<file path="src/rtl/handshake_trace_client.sv">
// Active-open side of the handshake trace harness: sends SYNs, checks each reply,
// closes with an ACK and keeps saturating pass/fail counters.
//
// state       | meaning
// IDLE        | waiting for start after reset
// SEND_SYN    | SYN header held on tx until accepted
// WAIT_RESP   | waiting for a reply, timeout counter running
// SEND_ACK    | closing ACK held on tx until accepted
// NEXT        | advance to next connection or finish
// DONE        | run complete, counters frozen until next start
`ifndef IP_ADDR_WIDTH
`define IP_ADDR_WIDTH 32
`endif
`ifndef TCP_HEADER_WIDTH
`define TCP_HEADER_WIDTH 160
`endif

module handshake_trace_client #(
    parameter int          NUM_CONN       = 4,
    parameter int          TIMEOUT_CYCLES = 1024,
    parameter logic [15:0] BASE_SRC_PORT  = 16'd40000,
    parameter logic [31:0] ISN_BASE       = 32'h1000_0000
) (
    input  logic                         clk,
    input  logic                         rst_n,
    input  logic                         start,
    input  logic [`IP_ADDR_WIDTH-1:0]    cfg_src_ip,
    input  logic [`IP_ADDR_WIDTH-1:0]    cfg_dst_ip,
    input  logic [15:0]                  cfg_dst_port,
    output logic                         tx_tcp_hdr_val,
    output logic [`IP_ADDR_WIDTH-1:0]    tx_src_ip,
    output logic [`IP_ADDR_WIDTH-1:0]    tx_dst_ip,
    output logic [`TCP_HEADER_WIDTH-1:0] tx_tcp_hdr,
    input  logic                         tx_tcp_hdr_rdy,
    input  logic                         rx_tcp_hdr_val,
    input  logic [`TCP_HEADER_WIDTH-1:0] rx_tcp_hdr,
    output logic                         rx_tcp_hdr_rdy,
    output logic                         busy,
    output logic                         done,
    output logic [7:0]                   pass_count,
    output logic [7:0]                   fail_count
);

    typedef struct packed {
        logic [15:0] src_port;
        logic [15:0] dst_port;
        logic [31:0] seq_num;
        logic [31:0] ack_num;
        logic [3:0]  data_offset;
        logic [2:0]  reserved;
        logic [8:0]  flags;
        logic [15:0] window;
        logic [15:0] checksum;
        logic [15:0] urg_ptr;
    } tcp_hdr_t;

    typedef enum logic [2:0] {
        IDLE, SEND_SYN, WAIT_RESP, SEND_ACK, NEXT, DONE
    } state_t;

    localparam logic [8:0] FLAG_SYN = 9'h002;
    localparam logic [8:0] FLAG_ACK = 9'h010;
    localparam int         TW       = (TIMEOUT_CYCLES > 1) ? $clog2(TIMEOUT_CYCLES) : 1;
    localparam logic [TW-1:0] TO_LAST  = TW'(TIMEOUT_CYCLES - 1);
    localparam logic [7:0]    LAST_IDX = 8'(NUM_CONN - 1);

    state_t        state, state_next;
    logic [7:0]    idx;
    logic [TW-1:0] to_cnt;
    logic [15:0]   dst_port_q;
    tcp_hdr_t      rx_hdr, syn_hdr, ack_hdr;
    logic [7:0]    syn_idx;
    logic [15:0]   syn_dport;
    logic          tx_hs, rx_hs, reply_good;
    logic          start_run, syn_load, ack_load, tx_done, pass_inc, fail_inc, idx_inc;
    logic          unused_rx;

    function automatic logic [31:0] isn_of(input logic [7:0] i);
        return ISN_BASE + {8'd0, i, 16'd0};
    endfunction

    function automatic logic [15:0] port_of(input logic [7:0] i);
        return BASE_SRC_PORT + {8'd0, i};
    endfunction

    assign rx_hdr    = tcp_hdr_t'(rx_tcp_hdr);
    assign unused_rx = ^{rx_hdr.data_offset, rx_hdr.reserved, rx_hdr.flags,
                         rx_hdr.window, rx_hdr.checksum, rx_hdr.urg_ptr};
    assign tx_hs     = tx_tcp_hdr_val && tx_tcp_hdr_rdy;
    assign rx_hs     = rx_tcp_hdr_val && rx_tcp_hdr_rdy;
    assign reply_good = (rx_hdr.src_port == dst_port_q) &&
                        (rx_hdr.dst_port == port_of(idx)) &&
                        (rx_hdr.ack_num  == isn_of(idx) + 32'd1);

    assign busy = (state != IDLE) && (state != DONE);
    assign done = (state == DONE);

    always_ff @(posedge clk or negedge rst_n) begin
        if (!rst_n) state <= IDLE;
        else        state <= state_next;
    end

    always_comb begin
        state_next = state;
        start_run  = 1'b0;
        syn_load   = 1'b0;
        ack_load   = 1'b0;
        tx_done    = 1'b0;
        pass_inc   = 1'b0;
        fail_inc   = 1'b0;
        idx_inc    = 1'b0;
        case (state)
            IDLE, DONE: begin
                if (start) begin
                    start_run  = 1'b1;
                    syn_load   = 1'b1;
                    state_next = SEND_SYN;
                end
            end
            SEND_SYN: begin
                if (tx_hs) begin
                    tx_done    = 1'b1;
                    state_next = WAIT_RESP;
                end
            end
            WAIT_RESP: begin
                // A reply arriving on the last timeout cycle still counts.
                if (rx_hs) begin
                    if (reply_good) begin
                        ack_load   = 1'b1;
                        state_next = SEND_ACK;
                    end else begin
                        fail_inc   = 1'b1;
                        state_next = NEXT;
                    end
                end else if (to_cnt == TO_LAST) begin
                    fail_inc   = 1'b1;
                    state_next = NEXT;
                end
            end
            SEND_ACK: begin
                if (tx_hs) begin
                    tx_done    = 1'b1;
                    pass_inc   = 1'b1;
                    state_next = NEXT;
                end
            end
            NEXT: begin
                if (idx == LAST_IDX) begin
                    state_next = DONE;
                end else begin
                    idx_inc    = 1'b1;
                    syn_load   = 1'b1;
                    state_next = SEND_SYN;
                end
            end
            default: state_next = IDLE;
        endcase
    end

    // The first SYN is built from the live cfg inputs since they latch on the same edge.
    always_comb begin
        syn_idx   = start_run ? 8'd0 : idx + 8'd1;
        syn_dport = start_run ? cfg_dst_port : dst_port_q;

        syn_hdr          = '0;
        syn_hdr.src_port = port_of(syn_idx);
        syn_hdr.dst_port = syn_dport;
        syn_hdr.seq_num  = isn_of(syn_idx);
        syn_hdr.ack_num  = isn_of(syn_idx);
        syn_hdr.flags    = FLAG_SYN;

        ack_hdr          = '0;
        ack_hdr.src_port = port_of(idx);
        ack_hdr.dst_port = dst_port_q;
        ack_hdr.seq_num  = isn_of(idx) + 32'd1;
        ack_hdr.ack_num  = rx_hdr.seq_num + 32'd1;
        ack_hdr.flags    = FLAG_ACK;
    end

    always_ff @(posedge clk or negedge rst_n) begin
        if (!rst_n) begin
            tx_tcp_hdr_val <= 1'b0;
            tx_tcp_hdr     <= '0;
            tx_src_ip      <= '0;
            tx_dst_ip      <= '0;
            dst_port_q     <= '0;
            idx            <= '0;
            to_cnt         <= '0;
            pass_count     <= '0;
            fail_count     <= '0;
            rx_tcp_hdr_rdy <= 1'b0;
        end else begin
            rx_tcp_hdr_rdy <= 1'b1;
            to_cnt         <= (state == WAIT_RESP) ? to_cnt + 1'b1 : '0;
            if (start_run) begin
                tx_src_ip  <= cfg_src_ip;
                tx_dst_ip  <= cfg_dst_ip;
                dst_port_q <= cfg_dst_port;
                idx        <= '0;
                pass_count <= '0;
                fail_count <= '0;
            end
            if (idx_inc) idx <= idx + 8'd1;
            if (syn_load) begin
                tx_tcp_hdr     <= syn_hdr;
                tx_tcp_hdr_val <= 1'b1;
            end else if (ack_load) begin
                tx_tcp_hdr     <= ack_hdr;
                tx_tcp_hdr_val <= 1'b1;
            end else if (tx_done) begin
                tx_tcp_hdr_val <= 1'b0;
            end
            if (pass_inc && pass_count != 8'hFF) pass_count <= pass_count + 8'd1;
            if (fail_inc && fail_count != 8'hFF) fail_count <= fail_count + 8'd1;
        end
    end

endmodule

</file>
<file path="config.mk">
export PLATFORM = sky130hd
export DESIGN_NAME = handshake_trace_client
export DESIGN_NICKNAME = d
export VERILOG_FILES = /design/src/rtl/handshake_trace_client.sv
export SDC_FILE = /design/constraint.sdc
export NUM_CORES = 1
export LEC_CHECK = 0
export BUFFER_PORTS_ARGS = -buffer_cell sky130_fd_sc_hd__buf_2
export CAP_MARGIN = 30
export CORE_AREA = 2 2 196 198
export DETAILED_ROUTE_END_ITERATION = 16
export DIE_AREA = 0 0 198 200
export SETUP_SLACK_MARGIN = 0.5
export SYNTH_ARGS = -nofsm -noshare
export SYNTH_HDL_FRONTEND = slang
export SYNTH_SLANG_ARGS = --single-unit
</file>
<file path="constraint.sdc">
create_clock -name clk -period 2.8 [get_ports clk]
set_clock_uncertainty 0.05 [all_clocks]
set_input_delay 0.28 -clock clk [delete_from_list [all_inputs] [get_ports clk]]
set_output_delay 0.28 -clock clk [all_outputs]
set_load 0.03 [all_outputs]
</file>
# [After elaboration in Yosys (flattened, before gate mapping)]
# Index checks and enable logic that the tools add are counted.
[totals] register_bits=279 latchBits=0 ramBits=0 mem_bits_ro=0 inputBits=245 out_inout_bits=244 elab_cells=90 n_memories=0
[classes] addsub=10 n_mul=0 n_div=0 n_lt_le_gt_ge=0 n_eq_ne=17 shifts=0 n_mux=35 n_bitwise=0 reduce_logical=17
[ops] cell="$mux W160" n=2
[ops] cell="$add A29 B24 Y30 const A" n=2
[ops] cell="$mux W8" n=5
[ops] cell="$add A16 B8 Y16 const A" n=2
[ops] cell="$add A32 B1 Y32 const B" n=1
[ops] cell="$eq A16 B16 Y1" n=2
[ops] cell="$eq A32 B32 Y1" n=1
[ops] cell="$add A30 B1 Y31 const B" n=1
[ops] cell="$add A8 B1 Y8 const B" n=3
[ops] cell="$mux W3" n=7
[ops] cell="$mux W1" n=17
[ops] cell="$mux W16" n=1
[ops] cell="$ne A8 B8 Y1 const B" n=2
[ops] cell="$pmux W3 S5" n=1
[ops] cell="$add A10 B1 Y10 const B" n=1
[ops] cell="$eq A10 B10 Y1 const B" n=1
[ops] cell="$mux W10" n=1
[ops] cell="$eq A8 B2 Y1 const B" n=1
[ops] cell="$reduce_bool A2 Y1" n=4
[ops] cell="$logic_and A1 B1 Y1" n=7
[ops] cell="$eq A3 B2 Y1 const B" n=2
[ops] cell="$eq A3 B3 Y1 const B" n=2
[ops] cell="$ne A2 B2 Y1 const B" n=3
[ops] cell="$ne A3 B3 Y1 const B" n=2
[ops] cell="other kinds (6)" n=8

# [Longest topological paths before layout]
# Gate-level depths: netlist of the first run.
[depth] ltp_word=9 ltp_mapped=10 ltp_nobuf=8

# [Worst setup path after synthesis of the first run]
# Ideal clock, no wire load.
[synth_timing] path_type="flip-flop to flip-flop" startpoint="register idx[6]" endpoint="register fail_count[1]" setup_ns=0.120 arrival_ns=2.263 t_required_ns=2.630 path_slack_ns=0.367 path_stages_with_launch=9 path_buffers=0 synth_period_minus_slack_ns=2.433 path_cell_list="dfrtp_1 > inv_1 > ha_1 > xnor2_1 > nand4_1 > or4_4 > or3_4 > and3_1 > a31o_1"
[synth_via] elab_chain_cells=9 elab_cells_between_ends=13 classes_between="add/sub (3); eq/ne (2); mux (4); reduce/logical (4)"
[synth_lines] element="start, declared" line_no="68" rtl="logic [7:0] idx;"
[synth_lines] element="start signal, assigned" line_no="204" rtl="if (idx_inc) idx <= idx + 8'd1;"
[synth_lines] element="$add A29 B24 Y30 or $add A16 B8 Y16 (tied branches)" line_no="79, 83"
[synth_lines] element="$add A30 B1 Y31 or $eq A16 B16 Y1 (tied branches)" line_no="93, 92"
[synth_lines] element="$eq A32 B32 Y1 or $logic_and A1 B1 Y1 (tied branches)" line_no="93, 91"
[synth_lines] element="$logic_and A1 B1 Y1 (*)" line_no="92" rtl="(rx_hdr.dst_port == port_of(idx)) &&"
[synth_lines] element="$mux W1 (*)" line_no="129" rtl="if (reply_good) begin"
[synth_lines] element="$mux W1 (*)" line_no="128" rtl="if (rx_hs) begin"
[synth_lines] element="$mux W1 (*)" line_no="112" rtl="case (state)"
[synth_lines] element="$logic_and A1 B1 Y1 (*)" line_no="215" rtl="if (fail_inc && fail_count != 8'hFF) fail_count <= fail_count + 8'd1;"
[synth_lines] element="$mux W8 or $reduce_bool A2 Y1 (tied branches)"
[synth_lines] element="end signal, assigned" line_no="215"
[synth_lines] element="end, declared" line_no="41" rtl="output logic [7:0] fail_count"
# Mark *: on every way between the ends. The rest lies on a longest branch, timed or not.
# A chain may end at the register's enable or synchronous reset.

# [Worst setup path after layout of the first run]
[layout_timing] startpoint="register idx[7]" endpoint="register fail_count[1]"
# The elaborated chain is that of the path after synthesis.

==> results.py, run 1 <==
metrics = {
    "run_status": {
        "outcome": "finished, final reports clean",
    },
    "sta": {
        "hold_viol": 0,
        "period_minus_slack_ps": 2570,
        "tns_ps": 0,
        "rsz0062_at_grt": "true",
        "fin_crit_sh_pct": 91.7,
        "report.final.slew_viol_count": 0,
        "hold_ws_ps": 32.0,
        "relSlewSlack_pct": 61.2,
        "setup_slack_ps": 232,
        "tightest_slew_ps": 578,
        "setup_violations": 0,
        "clock.fmax_ghz": 0.389,
    },
    "routing": {
        "wl_per_cell_um": 15.8,
        "wl_met2_um": 15200,
        "wirelength_um": 31200,
        "drc": 0,
        "dr_wl_met3_um": 1510,
        "ant_nets": 0,
        "via_per_inst": 4.32,
        "drt-met1-wl_um": 13500,
        "first_pass_iters": 5,
        "dr_total_vias": 8502,
        "drt_iter0_markers": 425,
        "routed.top_layer": "met5",
    },
    "layout": {
        "multi_input_area_sq_mm": 0.00448,
        "layout.cells.most_common": "buf_2",
        "fill_cells": 3695,
        "area_growth_pct": 46.8,
        "layout-drive-gt1-share_pct": 36.3,
        "design_area_sq_mm": 0.0136,
        "seqCellArea_sq_mm": 0.00453,
        "nets": 1695,
        "layout_common_cells": "buf_2 (336), nand2_1 (275), dfrtp_1 (180)",
    },
    "cts": {
        "clock_path_buffers": 2,
        "clkTransAtPathRegs_ps": 80,
        "cts-root-buf": "clkbuf_16",
        "cts_sinks": 181,
        "clk_latency_ps": 450,
        "cts_tree": "done",
        "cts_made_buffers": 17,
        "ctsHtreeMaxLevel": 4,
    },
    "worst_setup_path": {
        "crit_arrival_ps": 2860,
        "critical-path-top-delay-family": "simple AND/OR/NAND/NOR gates",
        "endpoint_kind": "flip-flop",
        "cp_slowest_cell": "or3_4",
        "cp-start-kind": "flip-flop",
        "r2r_cells": 9,
        "worst-path-max-fanout": 4,
        "required_ps": 3090,
        "worstPathCellList": "buf_4, ha_4, xnor2_2, nand4_1, buf_4, or4_4, or3_4, and3_4, a31o_1",
        "crit_type": "reg -> reg",
        "r2r_start": "idx[7]",
        "critPathMostFrequentCell": "buf_4",
        "r2r_setup_slack_ps": 230,
        "r2r_end": "fail_count[1]",
        "cpPeakStageDelay_ps": 460,
        "critPathBufInv": 2,
    },
    "placed_design": {
        "numPortBuffers": 337,
        "post-place-ws_ps": 36.5,
        "hpwl_um": 21600,
        "dpl_cell_area_sq_mm": 0.0114,
        "place_congestion": 0.820,
    },
    "die": {
        "rows": 71,
        "fp.dieW_um": 198,
        "io_pins": 489,
        "coreArea_sq_mm": 0.0374,
        "initial_utilization_pct": 24.8,
        "dieArea_sq_mm": 0.0396,
        "die_h_um": 200,
    },
    "synthesis": {
        "synthCells": 997,
        "yosysSeqAreaShare_pct": 48.8,
        "synth_edf_count": 0,
        "yosysWarningCount": 0,
        "synth_cell_types": 56,
        "async_flop_share_pct": 100,
        "syn_area_per_cell_sq_um": 9.31,
        "ys.flop_type": "dfrtp_1",
        "synth_area_sq_mm": 0.00928,
        "synth-seq-cells": 181,
    },
    "hold_path": {
        "worstHoldPathCells": 3,
        "hp-start": "cfg_dst_port[12]",
        "worstHoldEndpoint": "dst_port_q[12]",
        "hp-class": "in -> reg",
    },
    "power": {
        "vdd_ir_drop_max_uv": 576,
        "p_leak_nw": 7.07,
        "p_per_area_mw_per_mm2": 873,
        "power_switching_mw": 5.31,
        "swShare_pct": 44.6,
        "combPwrFrac_pct": 47.0,
        "internal_power_mw": 6.59,
        "clockPowerShare_pct": 20.2,
        "seqPwrFrac_pct": 32.8,
    },
    "global_routing": {
        "grt_pass1_wl_um": 45800,
        "grt_usage_pct": 15.2,
        "overflow": 0,
        "grt_pass1_vias": 8067,
        "antenna_found_initial": 3,
        "grt_max_degree": 86,
    },
    "job": {
        "max_cap_violations": 0,
    },
}
## worst max-delay path by stage
stage / startpoint / endpoint / slack [ps] / cells after the start
global route: idx[3] / fail_count[6] / 120 / 7
finish: idx[7] / fail_count[1] / 230 / 9
global placement: rx_tcp_hdr[70] / fail_count[6] / 80 / 9
CTS: idx[6] / fail_count[6] / 250 / 8
floorplan: idx[6] / fail_count[1] / 490 / 8
detailed placement: rx_tcp_hdr[70] / fail_count[6] / 40 / 9
## flip-flops by register name (all words and copies together) (netlist names), 8 cells and up
| register | flops |
|---|---|
| dst_port_q | 16 |
| fail_count | 8 |
| idx | 8 |
| pass_count | 8 |
| to_cnt | 10 |
| tx_dst_ip | 32 |
| tx_src_ip | 32 |
| tx_tcp_hdr | 62 |
## repair_timing
item,4_1_cts,5_1_grt
cloned,7,0
hold buffers,76,0
setup buffers,20,7
gates resized for setup,107,34
setup endpoints to repair,85,82
pin swaps,35,14
hold endpoints to repair,132,0
## layer usage
metal  up-vias  track usage (%)
li1       4013                -
met1      4134             20.3
met2       300             24.2
met3        53             3.36
met4         2             5.68
met5         -                0
## synth_stat cells, drive strengths merged (7+ instances only)
library cell,number,area share (%)
nand2,281,12
dfrtp,181,49
buf,119,9.2
nand3,46,2.5
o21ai,42,2.3
xnor2,36,3.4
xor2,36,3.4
nor2,34,1.4
mux2,29,3.5
clkbuf,20,0.81
and3,19,1.3
nand4,16,1.1
inv,14,0.57
nand2b,13,0.88
nor4,10,0.67
o22ai,10,0.67
and4,8,0.75
ha,8,1.1
nor3,8,0.43
a21o,7,0.57
## power groups by stage
stage / clock network (mW) / registers, mW / logic, mW
2_1_floorplan: 0 / 5.11 / 2.08
3_3_place_gp: 0 / 3.89 / 4.84
3_5_place_dp: 0 / 3.91 / 4.90
4_1_cts: 2.47 / 3.88 / 5.42
5_1_grt: 2.56 / 4.00 / 6.03
6_report: 2.40 / 3.90 / 5.60
## cell families (layout without fill, tap and decap cells)
group	Yosys count	in the layout	share of synthesized area, %
AND/OR/NAND/NOR	459	459	22.5
flip-flops	181	181	48.8
buffers and inverters	153	525	10.6
AO/OA/AOI/OAI	87	87	5.95
XOR/XNOR	72	72	6.79
multiplexers	35	35	4.17
adder cells (fa/ha/maj)	8	8	1.08
other	2	90	0.0809
## stage by stage
step / instances / util (%) / total power [mW]
2_1_floorplan: 1083 / - / 7.19
3_3_place_gp: 1824 / 30.4 / 8.74
3_5_place_dp: 1824 / 30.4 / 8.81
4_1_cts: 1959 / 35.9 / 11.8
5_1_grt: 1968 / 36.4 / 12.6
6_report: 1968 / 36.4 / 11.9
## worst reg2reg max path, cell delays in order, from the launching register on
cell     delay (ps)
dfrtp_1         390
buf_4           160
ha_4            170
xnor2_2         140
nand4_1         120
buf_4           160
or4_4           450
or3_4           460
and3_4          180
a31o_1          170
## cell type report
type                    instances  area share (%)
flip-flops and latches        181            33.2
multi-input cells             749            32.9
repair buffers                479            24.6
well taps                     511            4.69
clock buffers                  17            3.12
clock inverters                15            1.03
inverters                      14           0.404
diodes                          2          0.0367
Note: power is estimated with default switching activity, not from simulation.
==> inputs of run 2 (changes only) <==
clock period = 2.37 ns   (was 2.8 ns; I/O delays follow)
==> run 2 against run 1 <==
- the flow now finishes with violations (negative setup slack)
- sequential power up 20%
- combinational power up 40%
- fmax up 1.4%
- count of clock-buffer cells in the layout unchanged
- final cell count up 3.2%
- via count up 4.6%
- sequential cell count unchanged
- first-iteration DRC count up 3.3%
- design area up 8.3%
- critical path depth down 1
- register-to-register slack worse by 390 ps
- total power up 30%
- critical endpoint unchanged
- largest cell class is now multi-input combinational cells
==> results.py, run 2 (same netlist as run 1, synthesis figures left out) <==
metrics = {
    "placed_design": {
        "dpl_cell_area_sq_mm": 0.0116,
        "place_congestion": 0.791,
        "post-place-ws_ps": -562,
        "numPortBuffers": 337,
        "placedCellCount": 1852,
        "hpwl_um": 22800,
    },
    "sta": {
        "tns_ps": -4380,
        "report.final.slew_viol_count": 0,
        "relSlewSlack_pct": 52.6,
        "hold_ws_ps": 12.8,
        "clock.fmax_ghz": 0.395,
        "setup_violations": 69,
        "setup_slack_ps": -163,
        "fin_crit_sh_pct": 107,
        "rsz0062_at_grt": "true",
        "hold_viol": 0,
        "period_minus_slack_ps": 2530,
        "tightest_slew_ps": 705,
    },
    "power": {
        "combPwrFrac_pct": 50.7,
        "p_leak_nw": 7.50,
        "vdd_ir_drop_max_uv": 493,
        "swShare_pct": 45.3,
        "internal_power_mw": 8.44,
        "clockPowerShare_pct": 19.0,
        "finalPower_mw": 15.4,
        "seqPwrFrac_pct": 30.3,
        "p_per_area_mw_per_mm2": 1050,
        "power_switching_mw": 6.99,
    },
    "routing": {
        "dr_total_vias": 8889,
        "ant_nets": 0,
        "dr_wl_met3_um": 1620,
        "drc": 0,
        "wl_met2_um": 17000,
        "wl_per_cell_um": 16.9,
        "drt_iter0_markers": 439,
        "first_pass_iters": 5,
        "drt-met1-wl_um": 14600,
        "wirelength_um": 34300,
        "routed.top_layer": "met4",
        "via_per_inst": 4.38,
    },
    "hold_path": {
        "worstHoldPathCells": 3,
        "worstHoldEndpoint": "dst_port_q[3]",
        "hp-start": "cfg_dst_port[3]",
        "hp-class": "in -> reg",
    },
    "die": {
        "fp.dieW_um": 198,
        "die_h_um": 200,
        "rows": 71,
        "initial_utilization_pct": 24.8,
        "dieArea_sq_mm": 0.0396,
        "io_pins": 489,
        "coreArea_sq_mm": 0.0374,
    },
    "layout": {
        "nets": 1757,
        "finalNonFillerCells": 2030,
        "layout_common_cells": "buf_2 (335), nand2_1 (243), dfrtp_1 (175)",
        "layout-drive-gt1-share_pct": 42.8,
        "largest_register": "tx_tcp_hdr",
        "largest_reg_flops": 62,
        "area_growth_pct": 59.0,
        "final_util_pct": 39.5,
        "design_area_sq_mm": 0.0148,
        "layout.cells.most_common": "buf_2",
        "multi_input_area_sq_mm": 0.00501,
        "fill_cells": 3701,
        "largest_registers": "tx_tcp_hdr (62), tx_dst_ip (32), tx_src_ip (32)",
        "seqCellArea_sq_mm": 0.00454,
    },
    "worst_setup_path": {
        "worstPathCellList": "buf_6, ha_4, xnor2_2, nand4_1, or4_4, or3_4, and3_4, a31o_1",
        "r2r_cells": 8,
        "cp_slowest_cell": "or4_4",
        "endpoint_kind": "flip-flop",
        "r2r_end": "fail_count[1]",
        "worst-path-max-fanout": 4,
        "required_ps": 2660,
        "r2r_start": "idx[7]",
        "crit_arrival_ps": 2820,
        "critical-path-top-delay-family": "simple AND/OR/NAND/NOR gates",
        "cpPeakStageDelay_ps": 610,
        "crit_type": "reg -> reg",
        "critPathBufInv": 1,
        "cp-start-kind": "flip-flop",
        "r2r_setup_slack_ps": -160,
    },
    "job": {
        "max_cap_violations": 0,
    },
    "cts": {
        "cts_tree": "done",
        "clkTransAtPathRegs_ps": 80,
        "cts_made_buffers": 17,
        "clock_path_buffers": 2,
        "cts-root-buf": "clkbuf_16",
        "cts_sinks": 181,
        "clk_latency_ps": 450,
        "ctsHtreeMaxLevel": 4,
    },
    "global_routing": {
        "grt_pass1_wl_um": 49300,
        "antenna_found_initial": 2,
        "overflow": 0,
        "grt_pass1_vias": 8549,
        "grt_usage_pct": 16.5,
        "grt_max_degree": 59,
    },
    "run_status": {
        "violations": "negative setup slack",
        "outcome": "finished with violations",
    },
}
## run 2: cell types whose count changed in the layout (fill, tap and decap cells not counted), moves of 11 or more
cell	change
buf_6	+16
nand2_2	+14
nand3_2	+11
o21ai_0	-16
buf_4	+34
nand2_4	+17
nand2_1	-32
nand3_1	-12
o21ai_1	+20
## run 2: how the worst max path moves through the flow
| stage | start | endpoint | slack [ps] | depth (start not counted) |
|---|---|---|---|---|
| 2_1_floorplan | idx[6] | fail_count[1] | 60 | 8 |
| 3_3_place_gp | rx_tcp_hdr[65] | tx_tcp_hdr[82] | -590 | 9 |
| 3_5_place_dp | idx[6] | tx_tcp_hdr[143] | -560 | 9 |
| 4_1_cts | idx[7] | fail_count[6] | -140 | 8 |
| 5_1_grt | idx[7] | fail_count[6] | -260 | 10 |
| 6_report | idx[7] | fail_count[1] | -160 | 8 |
## run 2: power groups by stage
stage          Sequential, mW  Clock, mW  Combinational (mW)
6_report                 4.67       2.93                7.83
4_1_cts                  4.61       3.03                7.19
5_1_grt                  4.79       3.14                8.37
3_5_place_dp             4.64          0                5.84
3_3_place_gp             4.60          0                5.74
2_1_floorplan            6.04          0                2.47
## run 2: routing by layer
layer / GRT usage, % / up-vias
li1: - / 4156
met1: 21.4 / 4362
met2: 26.9 / 307
met3: 3.78 / 64
met4: 6.04 / 0
met5: 0 / -
## run 2: layout make-up
cell class	count	share of cell area, %
antenna	2	0.0339
clock buffer	17	2.88
clock inverter	15	1.25
inverter	14	0.373
multi-input combinational	753	33.9
sequential	181	30.7
tap	511	4.33
timing repair buffer	537	26.5
## run 2: repair_timing
item,in CTS,in global routing
buffers inserted,32,16
pin swaps,31,65
hold endpoints to repair,121,0
endpoints found under the setup margin,147,132
cloned,10,5
hold buffers,81,0
gates resized for setup,169,122
## run 2: worst min-delay path, stage by stage
cell     delay (ps)
buf_2            70
nand2_1          40
nand2_1         110
